===== config.mk =====
export PLATFORM = sky130hd
export DESIGN_NAME = data_proc_ctrl
export DESIGN_NICKNAME = d
export VERILOG_FILES = /design/src/rtl/data_proc_pkg.sv /design/src/rtl/data_proc_csr.sv /design/src/rtl/data_proc_ctrl.sv
export SDC_FILE = /design/constraint.sdc
export NUM_CORES = 1
export LEC_CHECK = 0
export ABC_AREA = 1
export BUFFER_PORTS_ARGS = -buffer_cell sky130_fd_sc_hd__buf_2
export CAP_MARGIN = 20
export CORE_ASPECT_RATIO = 1.5
export CORE_UTILIZATION = 50
export CTS_CLUSTER_SIZE = 30
export DETAILED_ROUTE_END_ITERATION = 6
export PLACE_DENSITY = 0.82
export SLEW_MARGIN = 20
export SYNTH_ARGS = -nofsm -noshare
export SYNTH_HDL_FRONTEND = slang
export SYNTH_SLANG_ARGS = --single-unit

===== constraint.sdc =====
create_clock -name clk -period 2.1 [get_ports clk]
set_clock_uncertainty 0.15 [all_clocks]
set_input_delay 0.315 -clock clk [delete_from_list [all_inputs] [get_ports clk]]
set_output_delay 0.315 -clock clk [all_outputs]
set_load 0.005 [all_outputs]

===== src/rtl/data_proc_pkg.sv =====
// Shared constants and types for the data_proc frame sequencer.
// CSR map, bit positions, FSM state encoding and MODE width.
package data_proc_pkg;

  localparam int MODE_W = 2;

  localparam logic [1:0] ADDR_CTRL      = 2'd0;
  localparam logic [1:0] ADDR_STATUS    = 2'd1;
  localparam logic [1:0] ADDR_FRAME_CNT = 2'd2;
  localparam logic [1:0] ADDR_IRQ_EN    = 2'd3;

  localparam int CTRL_START = 0;
  localparam int CTRL_CONT  = 1;
  localparam int CTRL_ABORT = 2;
  localparam int CTRL_FLUSH = 3;
  localparam int CTRL_MODE  = 4;

  localparam int STAT_BUSY    = 0;
  localparam int STAT_DONE    = 1;
  localparam int STAT_ABORTED = 2;

  typedef enum logic [1:0] {
    IDLE = 2'd0,
    RUN  = 2'd1,
    DONE = 2'd2
  } state_e;

endpackage


===== src/rtl/data_proc_csr.sv =====
// CSR file: CTRL/STATUS/FRAME_CNT/IRQ_EN, sticky W1C flags, irq, read mux.
// Ports: cfg_* bus, FSM status in (busy/done_set/abort_set/frame_cnt), control out.
module data_proc_csr
  import data_proc_pkg::*;
#(
  parameter int CNT_W = 16
) (
  input  logic              clk,
  input  logic              rstn,
  input  logic              cfg_we,
  input  logic              cfg_re,
  input  logic [1:0]        cfg_addr,
  input  logic [31:0]       cfg_wdata,
  output logic [31:0]       cfg_rdata,
  input  logic              busy,
  input  logic              done_set,
  input  logic              abort_set,
  input  logic [CNT_W-1:0]  frame_cnt,
  output logic              start_pulse,
  output logic              abort_pulse,
  output logic              cont,
  output logic              flush_idle,
  output logic [MODE_W-1:0] cfg_mode,
  output logic              irq
);

  logic              cont_q, cont_d;
  logic              flush_q, flush_d;
  logic [MODE_W-1:0] mode_q, mode_d;
  logic              done_q, done_d;
  logic              abrt_q, abrt_d;
  logic              irq_en_q, irq_en_d;
  logic              irq_q, irq_d;
  logic [31:0]       rdata_q, rdata_d;

  logic ctrl_wr, stat_wr, ien_wr;
  logic unused_wdata;

  assign ctrl_wr = cfg_we & (cfg_addr == ADDR_CTRL);
  assign stat_wr = cfg_we & (cfg_addr == ADDR_STATUS);
  assign ien_wr  = cfg_we & (cfg_addr == ADDR_IRQ_EN);

  assign start_pulse = ctrl_wr & cfg_wdata[CTRL_START];
  assign abort_pulse = ctrl_wr & cfg_wdata[CTRL_ABORT];
  assign unused_wdata = ^cfg_wdata[31:6];

  always_comb begin
    cont_d   = cont_q;
    flush_d  = flush_q;
    mode_d   = mode_q;
    irq_en_d = irq_en_q;
    if (ctrl_wr) begin
      cont_d  = cfg_wdata[CTRL_CONT];
      flush_d = cfg_wdata[CTRL_FLUSH];
      mode_d  = cfg_wdata[CTRL_MODE +: MODE_W];
    end
    if (ien_wr) irq_en_d = cfg_wdata[0];
    // a hardware set in the same cycle as a W1C wins
    done_d = done_set
           | (done_q & ~(stat_wr & cfg_wdata[STAT_DONE]));
    abrt_d = abort_set
           | (abrt_q & ~(stat_wr & cfg_wdata[STAT_ABORTED]));
    irq_d  = done_d & irq_en_d;
  end

  // reads see the pre-write register values
  always_comb begin
    rdata_d = rdata_q;
    if (cfg_re) begin
      unique case (cfg_addr)
        ADDR_CTRL:
          rdata_d = 32'({mode_q, flush_q, 1'b0, cont_q, 1'b0});
        ADDR_STATUS:
          rdata_d = 32'({abrt_q, done_q, busy});
        ADDR_FRAME_CNT:
          rdata_d = 32'(frame_cnt);
        ADDR_IRQ_EN:
          rdata_d = 32'(irq_en_q);
      endcase
    end
  end

  always_ff @(posedge clk or negedge rstn) begin
    if (!rstn) begin
      cont_q   <= 1'b0;
      flush_q  <= 1'b0;
      mode_q   <= '0;
      done_q   <= 1'b0;
      abrt_q   <= 1'b0;
      irq_en_q <= 1'b0;
      irq_q    <= 1'b0;
      rdata_q  <= '0;
    end else begin
      cont_q   <= cont_d;
      flush_q  <= flush_d;
      mode_q   <= mode_d;
      done_q   <= done_d;
      abrt_q   <= abrt_d;
      irq_en_q <= irq_en_d;
      irq_q    <= irq_d;
      rdata_q  <= rdata_d;
    end
  end

  // write-through so START+MODE in one write loads the new mode
  assign cfg_mode   = mode_d;
  assign cont       = cont_q;
  assign flush_idle = flush_q;
  assign irq        = irq_q;
  assign cfg_rdata  = rdata_q;

endmodule


===== src/rtl/data_proc_ctrl.sv =====
// Frame sequencer: gates the pixel stream, counts x/y, emits sof/eol/eof.
// Ports: clk/rstn, cfg_* CSR bus, s_* upstream, m_* downstream, mode/busy/irq.
module data_proc_ctrl
  import data_proc_pkg::*;
#(
  parameter int IMG_W = 32,
  parameter int IMG_H = 32,
  parameter int CNT_W = 16
) (
  input  logic              clk,
  input  logic              rstn,
  input  logic              cfg_we,
  input  logic              cfg_re,
  input  logic [1:0]        cfg_addr,
  input  logic [31:0]       cfg_wdata,
  output logic [31:0]       cfg_rdata,
  input  logic [7:0]        s_pixel,
  input  logic              s_valid,
  output logic              s_ready,
  output logic [7:0]        m_pixel,
  output logic              m_valid,
  input  logic              m_ready,
  output logic              m_sof,
  output logic              m_eol,
  output logic              m_eof,
  output logic [MODE_W-1:0] proc_mode,
  output logic              busy,
  output logic              irq
);

  state_e            state_q, state_d;
  logic [CNT_W-1:0]  x_q, x_d;
  logic [CNT_W-1:0]  y_q, y_d;
  logic [CNT_W-1:0]  fcnt_q, fcnt_d;
  logic [MODE_W-1:0] mode_q, mode_d;

  logic              start, abort, cont, flush_idle;
  logic [MODE_W-1:0] cfg_mode;
  logic              xfer, last_x, last_y, last_px;

  data_proc_csr #(.CNT_W(CNT_W)) u_csr (
    .clk         (clk),
    .rstn        (rstn),
    .cfg_we      (cfg_we),
    .cfg_re      (cfg_re),
    .cfg_addr    (cfg_addr),
    .cfg_wdata   (cfg_wdata),
    .cfg_rdata   (cfg_rdata),
    .busy        (busy),
    .done_set    (state_q == DONE),
    .abort_set   ((state_q == RUN) & abort),
    .frame_cnt   (fcnt_q),
    .start_pulse (start),
    .abort_pulse (abort),
    .cont        (cont),
    .flush_idle  (flush_idle),
    .cfg_mode    (cfg_mode),
    .irq         (irq)
  );

  assign xfer    = m_valid & m_ready;
  assign last_x  = x_q == CNT_W'(IMG_W - 1);
  assign last_y  = y_q == CNT_W'(IMG_H - 1);
  assign last_px = xfer & last_x & last_y;

  always_ff @(posedge clk or negedge rstn) begin
    if (!rstn) state_q <= IDLE;
    else       state_q <= state_d;
  end

  // abort outranks a same-cycle last pixel
  always_comb begin
    state_d = state_q;
    unique case (state_q)
      IDLE:    if (start & ~abort) state_d = RUN;
      RUN:     if (abort)          state_d = IDLE;
               else if (last_px)   state_d = DONE;
      DONE:    state_d = cont ? RUN : IDLE;
      default: state_d = IDLE;
    endcase
  end

  always_comb begin
    s_ready = 1'b0;
    m_valid = 1'b0;
    busy    = 1'b0;
    unique case (state_q)
      IDLE:    s_ready = flush_idle;
      RUN: begin
        s_ready = m_ready;
        m_valid = s_valid;
        busy    = 1'b1;
      end
      default: ;
    endcase
  end

  always_comb begin
    x_d    = x_q;
    y_d    = y_q;
    fcnt_d = fcnt_q;
    mode_d = mode_q;
    if (state_q == RUN) begin
      if (abort) begin
        x_d = '0;
        y_d = '0;
      end else if (xfer) begin
        x_d = last_x ? '0 : x_q + CNT_W'(1);
        if (last_x) y_d = last_y ? '0 : y_q + CNT_W'(1);
      end
    end
    if (state_q == DONE) fcnt_d = fcnt_q + CNT_W'(1);
    if (state_d == RUN && state_q != RUN) mode_d = cfg_mode;
  end

  always_ff @(posedge clk or negedge rstn) begin
    if (!rstn) begin
      x_q    <= '0;
      y_q    <= '0;
      fcnt_q <= '0;
      mode_q <= '0;
    end else begin
      x_q    <= x_d;
      y_q    <= y_d;
      fcnt_q <= fcnt_d;
      mode_q <= mode_d;
    end
  end

  assign m_pixel   = s_pixel;
  assign m_sof     = m_valid & (x_q == '0) & (y_q == '0);
  assign m_eol     = m_valid & last_x;
  assign m_eof     = m_valid & last_x & last_y;
  assign proc_mode = mode_q;

endmodule


==> impl_results.md, run 1 <==
- Clock buffer depth: 2
- Final nets: 732
- RR Startpoint: fcnt_q[2]$_DFFE_PN0P_
- Detailed route wirelength on metal2: between 6000 and 7000 microns
- Synth Warn #: 0
- Uppermost routed layer: met4
- Fin. Hold Viols: 0
- Post-DP HPWL: 7980 microns
- Commonest cells in the netlist: nand2_1, inv_1, dfrtp_1
- Power, Total: just over 4 mW
- R2R depth: 6
- Met1 wire length: around 4200 microns
- Share of post-route cells with drive strength above 1: about 17%
- Final GP Congestion: 0.944
- Setup crit end: m_eof
- DR WL/cell: roughly 14 microns
- Final period demand of the worst path: slightly above 2 ns
- Area of the core: between 8000 and 9000 sq um
- Final Setup Violations: 0
- Async SR Flop Fraction: 100%
- First-pass GRT wire length: around 19000 microns
- Gate count after technology mapping: ~630
- PD cells: roughly 760 nW/um^2
- P&R area growth vs syn: 15.7%
- Measured slew at the worst slew-check pin: around 0.66 ns
- Vias in the first global route: between 4000 and 5000
- Die Span Y: 119 microns
- Vias per cell: 5.46
- Simple-gate share of the synthesized area: approximately a third
- Avg Cell Area, Syn: between 7 and 8 sq um
- Adder-Cell Fraction of Synth Area: ~1.4%
- Mux contribution to synthesized area: 0%
- Via Count: roughly 4300
- Largest net degree at the start of global routing: 53
- Clock latency on the worst-skew pair: 0.34 ns
- Compound-Gate Fraction of Synth Area: 6.98%
- Port Buffers: 38
- Starting Density: about half
- CP Max Fanout: 5
- WL final: between 10000 and 15000 microns
- Data required time of the worst path: 1.63 ns
- Initial antenna violation count: 0
- Post-route DRC: 0
- EDFF count, synth: 0
- Worst hold-check path type: input port to register
- Ports: 97
- Setup Crit Path Kind: register to output pin
- GR Util All Layers: between 20% and 30%
- DIE AREA: ~9600 sq um
- Met3 WL post-DR: 607 microns
- N_diodes: 0
- Total iterations of the first detailed-routing run: 5
- Reg-to-Reg End: fcnt_q[7]$_DFFE_PN0P_
- Max cap viols: 0
- CTS buffer count: 9
- Synth top area cells: dfrtp_1, nand2_1, nand3_1, inv_1, nor2_1
- H-tree Lvls: 3
- R2r setup slk: ~0.26 ns
- Post-Synthesis Cell Area: 4590 sq um
- Die width: ~80 microns
- Unrepaired setup endpoints after global routing: true
- Dpl cell area: around 4800 sq um
- Peak supply drop: ~610 uV
- Post-synth top area cell: dfrtp_1
- Fin area: 5310 sq um
- Fmax: roughly 0.5 GHz
- CTS root buf: clkbuf_16
- Largest family of logic cells by synthesized area: simple AND/OR/NAND/NOR gates
- Sequential area share after synthesis: between 40% and 50%
- Top FF cell, synth: dfrtp_1
- Pleak: around 2.6 nW
- Distinct cell type count after synthesis: 36
- TritonCTS clock tree: done
- Worst-path clk slew: roughly 0.060 ns
- Post-Synth XOR/XNOR Area: 3.63%
- Flops & latches, synth: 76
- Critical Path Source Type: register
- Status: finished, final reports clean
- Sink Count: 76
- Period Utilization, post-route: between 90% and 100%
- DRT iter0 DRCs: ~290
- Crit. Startpoint: x_q[6]$_DFFE_PN0P_
- Relative slew slack: approximately 56%
- Post-DRT Antenna Nets: 0
- Most frequent cell after synthesis: nand2_1
- Crit. End Element: output pin
- Critical path arrival: approximately 1.6 ns
- Share of the synthesized area in the top cell type: between 40% and 50%
- Slew Limit Fails: 0
- Cell Rows: 42
- GR Overflow Total: 0
==> power breakdown <==
| group | switching, mW | internal (mW) |
|---|---|---|
| Sequential | 0.145 | 1.60 |
| Clock | 0.584 | 0.980 |
| Combinational | 0.455 | 0.285 |
==> cells in the final DEF (no fill, tap or decap), types with 9 or more instances in the layout <==
cell and n:
buf_2 37, buf_4 22, clkbuf_16 9, conb_1 16, dfrtp_1 70, inv_1 76
nand2_1 176, nand3_1 59, nand4_1 19, nor2_1 59, nor3_1 11, o21ai_0 33
xor2_1 18
==> cell type report <==
class	instances	area, sq um
flip-flops and latches	76	1910
clock inverters	3	46.3
fillers	767	3580
well taps	110	138
repair buffers	61	380
multi-input cells	451	2270
inverters	80	300
clock buffers	12	256
==> worst max-delay path: stages (launching register included) <==
cell	delay (ns)
dfrtp_2	0.45
nor2_2	0.17
nand3_2	0.11
nor2_4	0.13
nand2_2	0.09
nor3_2	0.15
buf_2	0.13
==> sequential cells by signal, indices dropped and copies added (netlist names), 2 cells and up <==
name / flops
x_q: 16
y_q: 16
u_csr.cfg_rdata: 16
state_q: 2
u_csr.mode_q: 2
proc_mode: 2
fcnt_q: 16
==> through the flow <==
stage | setup TNS (ns) | utilization (%) | hold WS (ns) | setup slack (ns) | cells
2_1_floorplan | 0 | - | -0.131 | 0.398 | 643
3_3_place_gp | 0 | 54.1 | 0.241 | 0.238 | 765
6_report | 0 | 59.7 | 0.0528 | 0.0590 | 793
3_5_place_dp | 0 | 54.1 | 0.247 | 0.216 | 765
5_1_grt | -0.0315 | 59.7 | 0.0630 | -0.0288 | 793
4_1_cts | 0 | 58.1 | 0.0386 | 0.0137 | 784
==> metal layers <==
metal | vias to the layer above | GRT usage (%)
met5 | - | 0
met4 | 0 | 12.9
met3 | 43 | 5.52
met2 | 205 | 45.5
met1 | 2017 | 26.3
li1 | 2064 | -
==> what timing repair did <==
item | in CTS | in global routing
pin swaps | 1 | 5
setup endpoints to repair | 2 | 3
hold buffers | 1 | 0
resized for setup | 9 | 20
buffers inserted | 3 | 9
endpoints found under the hold margin | 51 | 0
gates cloned | 0 | 0
==> cells by family after synthesis <==
| logic type | Yosys count |
|---|---|
| flip-flops | 76 |
| other | 1 |
| XOR/XNOR | 19 |
| AO/OA/AOI/OAI | 56 |
| adder cells (fa/ha/maj) | 5 |
| AND/OR/NAND/NOR | 355 |
| buffers and inverters | 116 |
==> worst min-delay path by stage <==
stage,from,to,slack [ns],cells past startpoint
6_report,cfg_wdata[4],u_csr.mode_q[0]$_DFF_PN0_,0.05,3
3_5_place_dp,rstn,u_csr.cfg_rdata[0]$_DFFE_PN0P_,0.25,1
3_3_place_gp,rstn,u_csr.cont$_DFFE_PN0N_,0.24,1
5_1_grt,cfg_wdata[4],u_csr.mode_q[0]$_DFF_PN0_,0.06,3
2_1_floorplan,rstn,fcnt_q[0]$_DFFE_PN0P_,-0.13,0
4_1_cts,cfg_wdata[4],u_csr.mode_q[0]$_DFF_PN0_,0.04,3
(Power assumes the default switching activity.)
==> run 2: changes to the inputs <==
--- a/config.mk
+++ b/config.mk
@@ -14,4 +14,5 @@
 export DETAILED_ROUTE_END_ITERATION = 6
 export PLACE_DENSITY = 0.82
+export SETUP_SLACK_MARGIN = 0.02
 export SLEW_MARGIN = 20
 export SYNTH_ARGS = -nofsm -noshare
==> constraint.sdc (replaced) <==
create_clock -name clk -period 2.1 [get_ports clk]
set_clock_uncertainty 0.15 [all_clocks]
set_input_delay 0.525 -clock clk [delete_from_list [all_inputs] [get_ports clk]]
set_output_delay 0.525 -clock clk [all_outputs]
set_load 0.005 [all_outputs]
==> impl_results.md, run 2 (same netlist as run 1, synthesis figures left out) <==
- Status: complete, but fails checks
- Violated checks: setup timing
- Critical Path Source Type: register
- Worst-path clk slew: ~0.06 ns
- R2r setup slk: between 0.2 and 0.3 ns
- CTS root buf: clkbuf_16
- Crit. End Element: output pin
- Fin area: roughly 5400 sq um
- N_diodes: 0
- Most frequent cells in the layout: nand2_1, inv_1, dfrtp_1
- Fin. Hold Viols: 0
- PD cells: around 750 nW/um^2
- Final GP Congestion: 0.966
- Final period demand of the worst path: roughly 2.2 ns
- Vias per cell: about 5.3
- Final design utilization: between 60% and 70%
- Measured slew at the worst slew-check pin: between 0.5 and 0.6 ns
- R2R depth: 9
- DIE AREA: about 9600 sq um
- Post-route non-filler standard cell count: between 800 and 900
- Die Span Y: ~120 microns
- Port Buffers: 38
- Starting Density: about half
- Post-DRT Antenna Nets: 0
- GR Util All Layers: a little over a quarter
- Area of the core: between 8000 and 9000 sq um
- Clock buffer depth: 2
- Die width: between 80 and 90 microns
- Reg-to-Reg End: x_q[15]$_DFFE_PN0P_
- Fmax: 0.448 GHz
- Peak supply drop: ~700 uV
- Post-route setup slack: -0.130 ns
- Post-route DRC: 0
- Critical path arrival: between 1.5 and 2 ns
- GR Overflow Total: 0
- DRT iter0 DRCs: 293
- Total iterations of the first detailed-routing run: 4
- Ports: 97
- WL final: between 10000 and 15000 microns
- Post-DP HPWL: 8230 microns
- Cell mode on critical path: nor2_2
- CP cell instances: nor2_2 > nand3_1 > nor2_2 > buf_4 > nand3_2 > nor3_2 > buf_2
- Setup_tns: -0.274 ns
- Cell Rows: 42
- Power, Total: 4.06 mW
- Initial antenna violation count: 0
- Total placed cells including tap cells: ~780
- CP Max Fanout: 2
- DR WL/cell: roughly 14 microns
- Max cap viols: 0
- Setup Crit Path Kind: register to output pin
- First-pass GRT wire length: around 19000 microns
- CTS buffer count: 9
- TritonCTS clock tree: done
- Relative slew slack: between 60% and 70%
- Via Count: 4270
- Unrepaired setup endpoints after global routing: true
- Dpl cell area: slightly below 5000 sq um
- Data required time of the worst path: about 1.4 ns
- Final nets: 746
- Number of fill cells in the layout: 790
- H-tree Lvls: 3
- Final Setup Violations: 3
- Vias in the first global route: 4172
- Hold slack: 0.00435 ns
- RR Startpoint: x_q[0]$_DFFE_PN0P_
- CP peak stage delay: 0.41 ns
- Sink Count: 76
- Period Utilization, post-route: 106%
- Worst hold-check path type: input port to async pin
- Pleak: 2.70 nW
- Share of post-route cells with drive strength above 1: 18.3%
- Commonest non-fill, non-tap cell in the layout: nand2_1
- Largest net degree at the start of global routing: 37
- Slowest-stage cell, CP: dfrtp_1
- P&R area growth vs syn: 17.9%
- Clock latency on the worst-skew pair: around 0.34 ns
- Slew Limit Fails: 0
- Dpl ws: about 0.14 ns
==> run 2: worst max-delay path: cells and delay by family, from the launching register on <==
| family | cells | cell delay, ns |
|---|---|---|
| DFF | 1 | 0.41 |
| buffers and inverters | 2 | 0.27 |
| and+or+nand+nor | 5 | 0.54 |
==> run 2: power by group <==
part / total (mW) / internal (mW) / leakage [nW] / switching, mW
registers: 1.75 / 1.60 / 1.02 / 0.147
logic: 0.765 / 0.308 / 1.53 / 0.458
clock network: 1.55 / 0.951 / 0.147 / 0.598
==> run 2: worst max-delay path by stage <==
| stage | from | to | slack, ns | cells past startpoint |
|---|---|---|---|---|
| after floorplan | y_q[0]$_DFFE_PN0P_ | m_eof | 0.19 | 5 |
| after global placement | x_q[10]$_DFFE_PN0P_ | m_eof | 0.16 | 6 |
| after detailed placement | x_q[10]$_DFFE_PN0P_ | m_eof | 0.14 | 6 |
| after CTS | x_q[1]$_DFFE_PN0P_ | m_sof | -0.17 | 7 |
| after global routing | y_q[2]$_DFFE_PN0P_ | m_sof | -0.22 | 6 |
| final | y_q[8]$_DFFE_PN0P_ | m_eof | -0.13 | 7 |
==> run 2: routing by layer <==
metal	up-vias	share of wire, %	GRT usage (%)
met2	146	55	48.0
met4	0	3.8	14.6
li1	2095	-	-
met5	-	0	0
met1	1997	37	27.2
met3	32	4.7	5.44
==> run 2: repair_timing <==
item / 4_1_cts / 5_1_grt
gates resized for setup: 8 / 16
buffers inserted: 2 / 6
pin swaps: 2 / 6
setup endpoints to repair: 3 / 3
hold buffers: 0 / 0
==> run 2: layout make-up <==
class	count	area [sq um]	share of cell area, %
Tap cell	110	138	2.55
Clock buffer	12	246	4.56
Clock inverter	4	48.8	0.903
Sequential cell	76	1900	35.2
Inverter	80	300	5.56
Timing Repair Buffer	75	495	9.17
Multi-Input combinational cell	451	2270	42.0
==> run 3: changes to the inputs <==
Settings changed: ABC_AREA 1 to 0, PLACE_DENSITY 0.82 to 0.83.
==> impl_results.md, run 3 <==
- Vias per cell: ~5.9
- Initial antenna violation count: 0
- Starting Density: between 50% and 60%
- Worst-path clk slew: about 0.060 ns
- CTS buffer count: 9
- CP cell instances: or4_4 > nor4b_4 > and3_4 > buf_6
- Commonest non-fill, non-tap cell in the layout: dfrtp_1
- Fin area: slightly above 5000 sq um
- Peak supply drop: 447 uV
- Met3 usage: approximately 5.7%
- Worst hold-check path type: input port to register
- Distinct cell type count after synthesis: 56
- Cell Rows: 39
- Gate count after technology mapping: about 410
- Clock buffer depth: 2
- TritonCTS clock tree: done
- Logic gate share of total power: between 15 and 20%
- N_diodes: 0
- CP peak stage delay: approximately 0.58 ns
- Sink Count: between 70 and 80
- H-tree Lvls: 3
- Slew Limit Fails: 0
- GR Util All Layers: 25.8%
- Synth top area cells: dfrtp_1, buf_4, o21ai_0, nand3_1, xnor2_1
- Data required time of the worst path: around 1.4 ns
- EDFF count, synth: 0
- Dpl cell area: around 4700 sq um
- First-pass GRT wire length: roughly 16000 microns
- Final period demand of the worst path: 2.60 ns
- Sw Share: between 20% and 30%
- Sequential power share: 44.5%
- Die width: approximately 75 microns
- Number of fill cells in the layout: between 500 and 600
- Post-DRT Antenna Nets: 0
- Met1 Resource Use GR: 28.0%
- Sequential area share after synthesis: a little under half
- Clock latency on the worst-skew pair: 0.33 ns
- Fmax: approximately 0.38 GHz
- Synth Warn #: 0
- Most frequent cell after synthesis: dfrtp_1
- Vias in the first global route: about 3600
- WL final: approximately 10000 microns
- DRT iter0 DRCs: between 200 and 250
- R2R depth: 7
- Post-synth top area cell: dfrtp_1
- PD cells: 709 nW/um^2
- P&R area growth vs syn: 29.3%
- Most frequent cells in the layout: dfrtp_1, buf_4, buf_2
- Area of the core: around 7700 sq um
- Share of the synthesized area in the top cell type: between 40% and 50%
- Switch Pwr: 0.978 mW
- Critical Path Source Type: register
- Crit. End Element: output pin
- Final GP Congestion: 0.959
- Slowest-stage cell, CP: or4_4
- Flops & latches, synth: 76
- CP Max Fanout: 2
- Violated checks: setup timing
- Post-route setup slack: -0.500 ns
- Final Setup Violations: 17
- Ports: a little under 100
- Total iterations of the first detailed-routing run: 5
- Share of post-route cells with drive strength above 1: about a third
- Port Buffers: 38
- Most Used Layer, Global Route: met2
- Post-DP HPWL: between 7000 and 8000 microns
- Pleak: about 2.4 nW
- Status: complete, but fails checks
- Async SR Flop Fraction: 100%
- Period Utilization, post-route: 124%
- Largest net degree at the start of global routing: 38
- Max cap viols: 0
- Final nets: approximately 560
- Power Internal: about 2.7 mW
- Top FF cell, synth: dfrtp_1
- Grt met2 use: between 40% and 50%
- Via Count: roughly 3700
- DIE AREA: 8370 sq um
- Commonest cells in the netlist: dfrtp_1, o21ai_0, nand2_1, nand3_1, nor2_1
- Critical path arrival: around 1.9 ns
- Post-route DRC: 0
- Setup Crit Path Kind: register to output pin
- Die Span Y: ~110 microns
- Clk pwr share: 38.2%
- Fin. Hold Viols: 0
- GR Overflow Total: 0
- Power, Total: between 3 and 4 mW
- Hold depth: 2
- Unrepaired setup endpoints after global routing: true
- Avg Cell Area, Syn: 9.80 sq um
- CTS root buf: clkbuf_16
- Post-Synthesis Cell Area: ~4000 sq um
- DR WL/cell: about 17 microns
[run 3: cell families (layout without fill, tap and decap cells)]
group	Yosys count	after routing	synth area share, %
fa+ha+maj	5	5	1.56
other cells	1	16	0.0938
compound gates	78	78	13.0
flops	76	76	47.6
mux	13	13	3.50
simple gates	162	162	22.2
xor+xnor	20	20	4.38
buf+inv	53	143	7.67
[run 3: final cells by class]
| type | count | area (sq um) | area share, % |
|---|---|---|---|
| multi-input cells | 294 | 1970 | 38.2 |
| flip-flops and latches | 76 | 1900 | 36.8 |
| repair buffers | 115 | 846 | 16.4 |
| clock buffers | 11 | 243 | 4.70 |
| well taps | 102 | 128 | 2.47 |
| inverters | 13 | 48.8 | 0.944 |
| clock inverters | 4 | 26.3 | 0.508 |
[run 3: final timing paths]
path,start,to,slack [ns]
min in group asynchronous,rstn,u_csr.cfg_rdata[14]$_DFFE_PN0P_,0.46
max reg2reg,y_q[7]$_DFFE_PN0P_,y_q[3]$_DFFE_PN0P_,-0.18
min,cfg_wdata[3],u_csr.flush_idle$_DFFE_PN0N_,0.29
max in group asynchronous,rstn,x_q[4]$_DFFE_PN0P_,0.79
min reg2reg,u_csr.cfg_rdata[4]$_DFFE_PN0P_,u_csr.cfg_rdata[4]$_DFFE_PN0P_,0.34
max,y_q[7]$_DFFE_PN0P_,m_eof,-0.50
[run 3: repair_timing]
action                                 in CTS  in global routing
hold buffers                                1                  0
endpoints found under the hold margin      19                  0
setup endpoints to repair                  22                 26
setup buffers                               2                  6
resized for setup                           9                 41
pin swaps                                   2                 12
cloned                                      0                  1
[run 3: per-stage QoR]
stage	utilization (%)	TNS (ns)	setup WS, ns	instances	hold WS, ns
after floorplan	-	-0.246	-0.246	423	0.0794
after global placement	60.9	-0.955	-0.130	590	0.269
after detailed placement	60.9	-1.55	-0.184	590	0.273
after CTS	65.3	-2.41	-0.490	608	0.282
after global routing	67.5	-3.35	-0.523	615	0.282
final	67.5	-2.55	-0.500	615	0.288
[run 3: power by group through the flow]
stage,Combinational [mW],Clock [mW],Sequential [mW]
after global routing,0.693,1.49,1.64
after detailed placement,0.572,0,1.65
final,0.633,1.40,1.63
after global placement,0.549,0,1.64
after floorplan,0.288,0,1.66
after CTS,0.599,1.42,1.63
[run 3: worst max-delay path: cells and delay by family, from the launching register on]
family	cells	cell delay, ns
flip-flops	1	0.39
buffers and inverters	1	0.09
AND/OR/NAND/NOR	3	1.12
[run 3: metal layers]
layer | up-vias | share of wire [%]
met1 | 1797 | 36
met5 | - | 0
li1 | 1648 | -
met2 | 160 | 53
met4 | 0 | 5.0
met3 | 46 | 5.4
